File: src/rtl/alu_issue_arbiter.sv
// Round-robin arbiter sharing one registered ALU between two issue slots, with multiply wait sequencing.
// Build option: define ALU_ARB_FIXED_PRIO_EN to make req0 always win ties instead of round-robin.
module alu_issue_arbiter #(
  parameter int MUL_LAT = 3,
  parameter int TAG_W   = 4
) (
  input  logic             clk,
  input  logic             rst,
  input  logic             req0_valid,
  output logic             req0_ready,
  input  logic [5:0]       req0_op,
  input  logic [TAG_W-1:0] req0_tag,
  input  logic             req1_valid,
  output logic             req1_ready,
  input  logic [5:0]       req1_op,
  input  logic [TAG_W-1:0] req1_tag,
  output logic [5:0]       alu_op,
  output logic             alu_sel,
  output logic             resp_valid,
  input  logic             resp_ready,
  output logic             resp_src,
  output logic [TAG_W-1:0] resp_tag,
  output logic             resp_branch,
  output logic             resp_illegal
);

  typedef enum logic [1:0] {IDLE, EXEC, WAIT, RESP} state_t;

  localparam logic [5:0] OP_NONE  = 6'b111111;
  localparam logic [3:0] CNT_INIT = 4'(MUL_LAT - 2);

  state_t           state_q, state_d;
  logic [5:0]       op_q, op_d;
  logic [TAG_W-1:0] tag_q, tag_d;
  logic             src_q, src_d;
  logic [3:0]       cnt_q, cnt_d;
  logic             any_req, gnt_src, is_mul;

`ifdef ALU_ARB_FIXED_PRIO_EN
  always_comb gnt_src = ~req0_valid;
`else
  logic rr_last_q, rr_last_d;

  // On a tie the requester that did not win last time is served.
  always_comb gnt_src = (req0_valid & req1_valid) ? ~rr_last_q : ~req0_valid;

  always_comb rr_last_d = (state_q == IDLE && any_req) ? gnt_src : rr_last_q;

  always_ff @(posedge clk) begin
    if (rst) rr_last_q <= 1'b1;
    else     rr_last_q <= rr_last_d;
  end
`endif

  always_comb begin
    any_req      = req0_valid | req1_valid;
    is_mul       = (op_q == 6'b000100) || (op_q == 6'b000101);
    state_d      = state_q;
    op_d         = op_q;
    tag_d        = tag_q;
    src_d        = src_q;
    cnt_d        = cnt_q;
    req0_ready   = 1'b0;
    req1_ready   = 1'b0;
    alu_op       = op_q;
    alu_sel      = src_q;
    resp_valid   = 1'b0;
    resp_src     = 1'b0;
    resp_tag     = '0;
    resp_branch  = 1'b0;
    resp_illegal = 1'b0;
    case (state_q)
      IDLE: begin
        alu_op  = OP_NONE;
        alu_sel = 1'b0;
        if (any_req) begin
          req0_ready = ~gnt_src;
          req1_ready = gnt_src;
          op_d       = gnt_src ? req1_op : req0_op;
          tag_d      = gnt_src ? req1_tag : req0_tag;
          src_d      = gnt_src;
          state_d    = EXEC;
        end
      end
      EXEC: begin
        if (is_mul) begin
          cnt_d   = CNT_INIT;
          state_d = WAIT;
        end else begin
          state_d = RESP;
        end
      end
      WAIT: begin
        if (cnt_q == 4'd0) state_d = RESP;
        else               cnt_d   = cnt_q - 4'd1;
      end
      RESP: begin
        // Operands and opcode stay applied so the ALU keeps producing the same result.
        resp_valid   = 1'b1;
        resp_src     = src_q;
        resp_tag     = tag_q;
        resp_branch  = (op_q >= 6'b001110) && (op_q <= 6'b010000);
        resp_illegal = (op_q > 6'b010000);
        if (resp_ready) state_d = IDLE;
      end
      default: state_d = IDLE;
    endcase
  end

  always_ff @(posedge clk) begin
    if (rst) begin
      state_q <= IDLE;
      op_q    <= OP_NONE;
      tag_q   <= '0;
      src_q   <= 1'b0;
      cnt_q   <= 4'd0;
    end else begin
      state_q <= state_d;
      op_q    <= op_d;
      tag_q   <= tag_d;
      src_q   <= src_d;
      cnt_q   <= cnt_d;
    end
  end

endmodule

File: config.mk
export PLATFORM = sky130hd
export DESIGN_NAME = alu_issue_arbiter
export DESIGN_NICKNAME = d
export VERILOG_FILES = /design/src/rtl/alu_issue_arbiter.sv
export SDC_FILE = /design/constraint.sdc
export NUM_CORES = 1
export LEC_CHECK = 0
export BUFFER_PORTS_ARGS = -buffer_cell sky130_fd_sc_hd__clkbuf_2
export CORE_MARGIN = 10
export CORE_UTILIZATION = 40
export CTS_BUF_LIST = sky130_fd_sc_hd__clkbuf_8
export CTS_CLUSTER_SIZE = 14
export DETAILED_ROUTE_END_ITERATION = 10
export HOLD_SLACK_MARGIN = 0.08
export PLACE_DENSITY = 0.75
export SYNTH_ARGS = -nofsm -noshare
export SYNTH_HDL_FRONTEND = slang
export SYNTH_SLANG_ARGS = --single-unit
File: constraint.sdc
create_clock -name clk -period 2 [get_ports clk]
set_clock_uncertainty 0.1 [all_clocks]
set_input_delay 0.1 -clock clk [delete_from_list [all_inputs] [get_ports clk]]
set_output_delay 0.1 -clock clk [all_outputs]
set_load 0.02 [all_outputs]
==> results of run 1 <==
==> synthesized netlist by cell type (2+ instances only) <==
cell and n:
or4_1 2, nand2_1 8, inv_1 7, ha_1 6, o21ai_0 8, dfxtp_1 18, a21boi_0 2, clkbuf_1 4
a211oi_1 4, nor2_1 11, mux2i_1 11, a21oi_1 2, o211ai_1 7, or3_1 2, or2_2 6, nor2b_1 4
and2_1 6
==> power by group <==
group	total [mW]	switching (mW)	internal, mW
Clock	0.254	0.120	0.134
Sequential	0.601	0.118	0.483
Combinational	0.892	0.508	0.384
==> worst paths after layout <==
kind                                       startpoint                       to  depth (start not counted)
worst min-delay path                      req0_tag[2]    tag_q[2]$_SDFFE_PP0P_                          3
worst max-delay path            cnt_q[0]$_SDFFE_PP0P_  state_q[1]$_SDFFE_PP0P_                          6
worst min register to register  tag_q[1]$_SDFFE_PP0P_    tag_q[1]$_SDFFE_PP0P_                          2
worst max register to register  cnt_q[0]$_SDFFE_PP0P_  state_q[1]$_SDFFE_PP0P_                          6
==> per-layer routing <==
metal	vias up	part of all wire (%)	track usage [%]
met5	-	0	0
li1	553	-	-
met4	0	3.1	5.81
met1	515	39	11.8
met2	36	52	23.1
met3	8	6.2	4.27
==> stage by stage <==
| stage | worst slack [ns] | setup TNS, ns | power [mW] | hold WS, ns |
|---|---|---|---|---|
| after global placement | 0.215 | 0 | 1.41 | 0.306 |
| after detailed placement | 0.138 | 0 | 1.46 | 0.318 |
| after CTS | 0.120 | 0 | 1.74 | 0.0833 |
| final | 0.109 | 0 | 1.75 | 0.0785 |
| after floorplan | 0.178 | 0 | 1.19 | 0.214 |
| after global routing | -0.0240 | -0.0240 | 1.89 | 0.0852 |
==> worst max-delay path, delay by kind of cell (launching register included) <==
family | cells | cell delay (ns)
buffers and inverters | 1 | 0.11
muxes | 1 | 0.22
AOI/OAI and AO/OA | 1 | 0.31
and+or+nand+nor | 2 | 0.54
adders and majority gates | 1 | 0.18
DFF | 1 | 0.31
==> what timing repair did <==
item | in CTS | in global routing
hold buffers | 13 | 1
resized for setup | 0 | 2
setup endpoints to repair | 0 | 2
endpoints found under the hold margin | 11 | 1
==> final cells by class <==
type | count | share of cell area (%)
Antenna cell | 1 | 0.166
Clock buffer | 3 | 2.73
Tap cell | 30 | 2.48
Sequential cell | 18 | 23.9
Multi-Input combinational cell | 91 | 43.4
Inverter | 8 | 1.99
Timing Repair Buffer | 60 | 25.3
==> cells by family (layout without fill, tap and decap cells) <==
kind of cell               Yosys count  in the layout
and+or+nand+nor                     45             45
AOI/OAI and AO/OA                   29             29
DFF                                 18             18
buffers and inverters               13             71
muxes                               11             11
adders and majority gates            6              6
other                                0              1
==> flip-flops by register name (all words and copies together) (netlist names) <==
register and flops:
op_q 6, cnt_q 4, src_q 1, state_q 2, tag_q 4, rr_last_q 1
==> summary.md, run 1 <==
| Metric | Value |
|---|---|
| Compound-gate portion of the synthesized area | 19.6% |
| Largest net degree at the start of global routing | 13 |
| Slowest CP cell | or3b_2 |
| Root Driver | clkbuf_8 |
| CP endpoint kind | flip-flop |
| DRT Pass-1 Iters | 4 |
| Number of remaining DRC errors | 0 |
| Synth Instances | 122 |
| Crit-path max cell delay | 0.49 ns |
| Fin. Hold Viols | 0 |
| CP Class | reg2reg |
| Num ports | 42 |
| Simple-Gate Fraction of Synth Area | 24.5% |
| Yosys reg bits | 18 |
| Vias in the first global route | 1268 |
| H-tree Lvls | 1 |
| Global placer's final weighted congestion | 0.750 |
| Register Area | 362 um2 |
| Total die area | 5130 um2 |
| Critical Path RT | 2.04 ns |
| Largest family of logic cells by synthesized area | simple AND/OR/NAND/NOR gates |
| RSZ-0062 raised after global routing | true |
| Maximum clock frequency | 529 MHz |
| Via count | 1112 |
| Clock Latency Late Sink | 0.25 ns |
| Cell Count, Final, Fillers Out | 211 |
| Post-synth top area share | 33.8% |
| Initial Util | 42.6% |
| Final period util | 94.5% |
| Commonest non-fill, non-tap cells in the layout | clkbuf_2, dfxtp_1, dlygate4sd3_1, nor2_1, mux2i_1 |
| Final core utilization | 60.5% |
| Unique cell type count in the Yosys netlist | 31 |
| Design area | 1510 um2 |
| Number of port buffers | 41 |
| Leakage power | 0.720 nW |
| Vias per cell | 5.27 |
| Slew headroom | 75.6% |
| Multiplexer share of the synthesized area | 10.3% |
| Die X | 71.6 um |
| DR WL/cell | 15.0 um |
| CTS clock-pin slew for the worst setup and hold paths | 0.07 ns |
| Minimum clock period | 1.89 ns |
| HP Class | in2reg |
| Cell taking the most area after synthesis | dfxtp_1 |
| Max_cap viols | 0 |
| 1st-iter DRT viols | 30 |
| Crit path cell chain | inv_1 > ha_1 > or3b_2 > a221oi_2 > mux2i_1 > nor2_1 |
| TritonCTS clock tree | built |
| Post-Syn Nets | 153 |
| Layout cells sized above 1 | 33.3% |
| Maximum vdd drop | 0.808 mV |
| Largest cells by area after synthesis | dfxtp_1, mux2i_1, ha_1 |
| Worst-path maximum fanout | 4 |
| Startpoint class of the critical path | flip-flop |
| Fill cells | 225 |
| XOR/XNOR Fraction of Synth Area | 0% |
| Final setup violation count | 0 |
| Post-synthesis sequential area ratio | 33.8% |
| Ys flop type | dfxtp_1 |
| R2r setup slk | 0.11 ns |
| Dpl hpwl | 2360 um |
| Worst Path Arrival | 1.93 ns |
| Commonest non-fill, non-tap cell in the layout | clkbuf_2 |
| Layout area overhead | 41.8% |
| Routed wire length | 3160 um |
| Worst-Margin Slew | 0.361 ns |
| GRT Util Overall | 12.4% |
| Initial antenna violation count | 1 |
| Placed Cells | 193 |
| Num CTS Buffers | 3 |
| Global route total overflow | 0 |
| Row count | 18 |
| Slew Limit Fails | 0 |
| CTS sink count | 18 |
| Post-CTS Setup Inserts | 0 |
| Syn Area/Cell | 8.74 um2 |
| Asr flop ratio synth | 0% |
| Number of synthesized flops with an enable pin | 0 |
| Status | finished, final reports clean |
| Die Ht | 71.6 um |
| Post-DRT Antenna Nets | 0 |
| Core outline area | 2500 um2 |
| Multi-input logic area | 656 um2 |
| Clock buffer depth | 2 |
| # nets final | 213 |
| Post-Syn Area | 1070 um2 |
| First-pass GRT wire length | 5290 um |
| Placement Cell Area | 1330 um2 |
| Power Dens Cells | 1160 nW/um2 |
| Yosys warnings | 0 |
| Post-synthesis adder-cell area fraction | 7.04% |
No activity file was read; power rests on OpenSTA's default activity.
==> inputs of run 2 (changes only) <==
--- a/config.mk
+++ b/config.mk
@@ -5,6 +5,7 @@
 export SDC_FILE = /design/constraint.sdc
 export NUM_CORES = 1
 export LEC_CHECK = 0
+export ABC_AREA = 1
 export BUFFER_PORTS_ARGS = -buffer_cell sky130_fd_sc_hd__clkbuf_2
 export CORE_MARGIN = 10
 export CORE_UTILIZATION = 40
@@ -12,7 +13,7 @@
 export CTS_CLUSTER_SIZE = 14
 export DETAILED_ROUTE_END_ITERATION = 10
 export HOLD_SLACK_MARGIN = 0.08
-export PLACE_DENSITY = 0.75
+export PLACE_DENSITY = 0.74
 export SYNTH_ARGS = -nofsm -noshare
 export SYNTH_HDL_FRONTEND = slang
 export SYNTH_SLANG_ARGS = --single-unit
==> summary.md, run 2 <==
| Metric | Value |
|---|---|
| CTS clock-pin slew for the worst setup and hold paths | 0.07 ns |
| Largest Register | op_q |
| First-pass GRT wire length | 5410 um |
| Asr flop ratio synth | 0% |
| Synth Instances | 166 |
| H-tree Lvls | 1 |
| Sw Pwr | 0.883 mW |
| Num ports | 42 |
| Cell Count, Final, Fillers Out | 257 |
| Syn Area/Cell | 6.96 um2 |
| Final period util | 89.2% |
| Largest cells by area after synthesis | dfxtp_1, nand2_1, nor2_1 |
| Routed met2 length | 1630 um |
| Multiplexer share of the synthesized area | 0% |
| Core outline area | 2760 um2 |
| Worst Path Arrival | 1.58 ns |
| Maximum clock frequency | 560 MHz |
| TritonCTS clock tree | built |
| Met1 WL | 1330 um |
| Max_cap viols | 0 |
| Layout cells sized above 1 | 32.3% |
| Internal power | 1.06 mW |
| DR WL/cell | 12.9 um |
| RSZ-0062 raised after global routing | false |
| 1st-iter DRT viols | 72 |
| Post-synth top area share | 31.2% |
| Metal3 WL | 310 um |
| Vias per cell | 4.80 |
| Switching Share | 45.5% |
| TNS Setup | 0 ns |
| Final setup violation count | 0 |
| Global route total overflow | 0 |
| Number of synthesized flops with an enable pin | 0 |
| Cell taking the most area after synthesis | dfxtp_1 |
| # nets final | 258 |
| CP endpoint kind | output pin |
| CTS sink count | 18 |
| XOR/XNOR Fraction of Synth Area | 0.758% |
| Clock buffer depth | 2 |
| Vias in the first global route | 1263 |
| DRT Pass-1 Iters | 4 |
| Clock Power Share | 15.7% |
| Antenna cells | 0 |
| Commonest non-fill, non-tap cell in the layout | clkbuf_2 |
| GRT Util Overall | 12.3% |
| Post-CTS resize count | 0 |
| Total die area | 5440 um2 |
| Comb power frac | 54.8% |
| HP Class | in2reg |
| Largest family of logic cells by synthesized area | simple AND/OR/NAND/NOR gates |
| Flop pwr share | 29.5% |
| Post-Syn Nets | 197 |
| Most frequent cell after synthesis | nand2_1 |
| Via count | 1233 |
| Slew headroom | 76.5% |
| Maximum vdd drop | 0.893 mV |
| Compound-gate portion of the synthesized area | 15.6% |
| Routed wire length | 3320 um |
| CP Class | reg2out |
| Commonest non-fill, non-tap cells in the layout | clkbuf_2, nand2_1, nor2_1, inv_1, dfxtp_1 |
| Fin. Hold Viols | 0 |
| Post-synthesis sequential area ratio | 31.2% |
| Minimum clock period | 1.78 ns |
| Critical Path RT | 1.80 ns |
| Die Ht | 73.8 um |
| Final core utilization | 57.7% |
| Worst-path maximum fanout | 8 |
| Number of remaining DRC errors | 0 |
| Slew Limit Fails | 0 |
| Post-DRT Antenna Nets | 0 |
| Initial antenna violation count | 0 |
| Unique cell type count in the Yosys netlist | 25 |
| Worst-Margin Slew | 0.353 ns |
| Top Layer Used | met4 |
| Num CTS Buffers | 3 |
| Yosys warnings | 0 |
| Dpl hpwl | 2420 um |
| Yosys reg bits | 18 |
| Ys flop type | dfxtp_1 |
| Number of port buffers | 41 |
| Row count | 19 |
| Startpoint class of the critical path | flip-flop |
| Simple-Gate Fraction of Synth Area | 32.7% |
| Status | finished, final reports clean |
| Total design power | 1.94 mW |
| Die X | 73.8 um |
| Biggest regs | op_q x6, cnt_q x4, tag_q x4 |
| Global placer's final weighted congestion | 0.843 |
| Root Driver | clkbuf_8 |
| Post-Syn Area | 1160 um2 |
| Synth top cells by count | nand2_1, nor2_1, inv_1 |
| Largest net degree at the start of global routing | 17 |
| Leakage power | 0.851 nW |
| Max FFs per register | 6 |
| Placed Cells | 234 |
| Initial Util | 41.9% |
| Layout area overhead | 37.7% |
| Clock Latency Late Sink | 0.26 ns |
| Post-synthesis adder-cell area fraction | 6.49% |
| Power Dens Cells | 1220 nW/um2 |
## run 2: cell types whose count changed after synthesis, sizes merged, moves of 3 or more
cell,previous run,this run
clkbuf,4,1
nand2,8,39
nand3,0,9
or2,6,2
o21ai,9,15
nor2,11,25
mux2i,11,0
inv,7,28
a21oi,2,12
and2,6,0
nor2b,4,0
a211oi,4,0
## run 2: cells by family (layout without fill, tap and decap cells)
| kind of cell | after synthesis | in the layout |
|---|---|---|
| AND/OR/NAND/NOR | 77 | 77 |
| AO/OA/AOI/OAI | 32 | 32 |
| buffers and inverters | 32 | 92 |
| flip-flops | 18 | 18 |
| adder cells (fa/ha/maj) | 6 | 6 |
| XOR/XNOR | 1 | 1 |
## run 2: routing by layer
| metal | up-vias | GRT usage (%) |
|---|---|---|
| li1 | 641 | - |
| met1 | 547 | 12.2 |
| met2 | 39 | 21.9 |
| met3 | 6 | 6.46 |
| met4 | 0 | 3.31 |
| met5 | - | 0 |
## run 2: area by class of cell
class	count	area, um2
fill	268	1170
sequential	18	360
multi-input combinational	116	642
inverter	28	108
clock buffer	4	55.1
timing repair buffer	60	388
tap	31	38.8
## run 2: metrics by stage
| step | instance area [um2] | hold slack, ns | setup WS [ns] |
|---|---|---|---|
| 5_1_grt | 1590 | 0.121 | 0.104 |
| 4_1_cts | 1570 | 0.0858 | 0.0541 |
| 6_report | 1590 | 0.0935 | 0.215 |
| 3_5_place_dp | 1350 | 0.257 | 0.341 |
| 3_3_place_gp | 1350 | 0.250 | 0.406 |
| 2_1_floorplan | 1160 | 0.161 | 0.587 |
## run 2: critical path, cell delays in order, from the launching register on
cell and delay, ns:
dfxtp_1 0.33, inv_1 0.11, ha_1 0.25, inv_2 0.13
nor2_8 0.16, inv_4 0.08, nor2_4 0.09, clkbuf_2 0.18
## run 2: what timing repair did
| item | in CTS | in global routing |
|---|---|---|
| hold buffers | 16 | 0 |
| buffers inserted | 0 | 3 |
| endpoints found under the hold margin | 10 | 0 |
| endpoints found under the setup margin | 0 | 1 |
## run 2: power by group through the flow
stage                     clock network (mW)  logic, mW  registers (mW)
after floorplan                            0      0.825           0.555
after global placement                     0      0.975           0.576
after detailed placement                   0      0.998           0.578
after CTS                              0.314       1.03           0.571
after global routing                   0.326       1.19           0.590
final                                  0.304       1.06           0.573
## run 2: final timing paths
kind | startpoint | end | slack (ns) | cells past startpoint
max | state_q[0]$_SDFFE_PP0P_ | req1_ready | 0.22 | 7
min | req1_tag[2] | tag_q[2]$_SDFFE_PP0P_ | 0.09 | 5
max reg2reg | state_q[0]$_SDFFE_PP0P_ | tag_q[0]$_SDFFE_PP0P_ | 0.43 | 8
min reg2reg | src_q$_SDFFE_PP0P_ | src_q$_SDFFE_PP0P_ | 0.40 | 2
==> inputs of run 3 (changes only) <==
--- a/config.mk
+++ b/config.mk
@@ -14,6 +14,7 @@
 export DETAILED_ROUTE_END_ITERATION = 10
 export HOLD_SLACK_MARGIN = 0.08
 export PLACE_DENSITY = 0.74
+export REMOVE_ABC_BUFFERS = 1
 export SYNTH_ARGS = -nofsm -noshare
 export SYNTH_HDL_FRONTEND = slang
 export SYNTH_SLANG_ARGS = --single-unit
==> summary.md, run 3 (synthesis gave the netlist of run 2 again) <==
| Metric | Value |
|---|---|
| Total design power | 1.84 mW |
| TritonCTS clock tree | built |
| Clock Latency Late Sink | 0.25 ns |
| Fin. Hold Viols | 0 |
| Commonest non-fill, non-tap cell in the layout | clkbuf_2 |
| Post-CTS resize count | 0 |
| Status | finished, final reports clean |
| Layout area overhead | 35.2% |
| DRT Pass-1 Iters | 5 |
| Root Driver | clkbuf_8 |
| Max_cap viols | 0 |
| Placed Cells | 234 |
| Commonest non-fill, non-tap cells in the layout | clkbuf_2, nand2_1, nor2_1, inv_1, dfxtp_1 |
| Initial antenna violation count | 0 |
| CP Class | reg2out |
| Fill cells | 260 |
| Hold slack | 0.0753 ns |
| Vias in the first global route | 1183 |
| Maximum clock frequency | 592 MHz |
| Routed wire length | 3130 um |
| Vias per cell | 4.75 |
| Clock buffer depth | 2 |
| Critical Path RT | 1.80 ns |
| CTS clock-pin slew for the worst setup and hold paths | 0.07 ns |
| DR WL/cell | 12.3 um |
| Global route total overflow | 0 |
| Final period util | 84.5% |
| Largest Register | op_q |
| Final setup violation count | 0 |
| Row count | 19 |
| First-pass GRT wire length | 5260 um |
| Total die area | 5440 um2 |
| Cell Count, Final, Fillers Out | 254 |
| RSZ-0062 raised after global routing | false |
| Global placer's final weighted congestion | 0.898 |
| Die Ht | 73.8 um |
| TNS Setup | 0 ns |
| Number of remaining DRC errors | 0 |
| Max FFs per register | 6 |
| Post-DRT Antenna Nets | 0 |
| Die X | 73.8 um |
| 1st-iter DRT viols | 48 |
| GRT Util Overall | 12.1% |
| Biggest regs | op_q x6, cnt_q x4, tag_q x4 |
| Leakage power | 0.833 nW |
| Number of port buffers | 41 |
| Power Dens Cells | 1180 nW/um2 |
| Worst Path Arrival | 1.49 ns |
| Dpl ws | 0.356 ns |
| Worst-path maximum fanout | 8 |
| Maximum vdd drop | 0.715 mV |
| Slew headroom | 72.9% |
| # nets final | 256 |
| Layout cells sized above 1 | 31.4% |
| Largest net degree at the start of global routing | 17 |
| Antenna cells | 0 |
| Slew Limit Fails | 0 |
| HP Class | in2reg |
| Dpl hpwl | 2360 um |
| Final setup margin | 0.310 ns |
| Worst-Margin Slew | 0.407 ns |
| Via count | 1206 |
| Startpoint class of the critical path | flip-flop |
| CP endpoint kind | output pin |
| Initial Util | 41.9% |
| CTS sink count | 18 |
| Core outline area | 2760 um2 |
| Num CTS Buffers | 3 |
| H-tree Lvls | 1 |
| Num ports | 42 |
| Minimum clock period | 1.69 ns |
==> run 3: cell types whose count changed in the layout (fill, tap and decap cells not counted), sizes merged <==
cell / delta
clkbuf: -1
buf: -2
==> run 3: where the power goes <==
part           internal, mW  switching (mW)  total (mW)
Sequential            0.485          0.0833       0.568
Combinational         0.373           0.647        1.02
Clock                 0.134           0.120       0.254
==> run 3: critical path, stage by stage (launching register included) <==
cell and delay [ns]:
dfxtp_1 0.33, inv_1 0.10, ha_1 0.24, inv_2 0.13, nor2_8 0.11, inv_4 0.06, nor2_4 0.09, clkbuf_2 0.18
==> run 3: final timing paths <==
check / slack [ns] / cells after the start / startpoint / endpoint
hold / removal: 0.08 / 5 / req0_tag[0] / tag_q[0]$_SDFFE_PP0P_
setup / recovery: 0.31 / 7 / state_q[1]$_SDFFE_PP0P_ / req1_ready
hold reg to reg: 0.39 / 2 / src_q$_SDFFE_PP0P_ / src_q$_SDFFE_PP0P_
setup reg to reg: 0.44 / 8 / state_q[1]$_SDFFE_PP0P_ / tag_q[0]$_SDFFE_PP0P_
==> run 3: layer usage <==
metal  share of wire [%]  GRT usage (%)
met1                  42           13.4
met2                  49           20.8
met3                 7.2           3.90
met4                 1.3           4.35
met5                   0              0
==> run 3: stage by stage <==
stage | util (%) | area, um2
finish | 56.7 | 1560
global route | 56.7 | 1560
CTS | 56.4 | 1560
detailed placement | 49.1 | 1350
global placement | 49.1 | 1350
floorplan | - | 1110
==> run 3: layout make-up <==
type | instances | area, um2 | area share, %
clock buffer | 3 | 41.3 | 2.64
sequential | 18 | 360 | 23.1
multi-input combinational | 116 | 642 | 41.1
timing repair buffer | 58 | 373 | 23.9
tap | 31 | 38.8 | 2.48
inverter | 28 | 108 | 6.89
==> run 3: what timing repair did <==
item | CTS | global route
hold buffers | 16 | 0
buffers inserted | 0 | 1
hold endpoints to repair | 11 | 0
endpoints found under the setup margin | 0 | 1
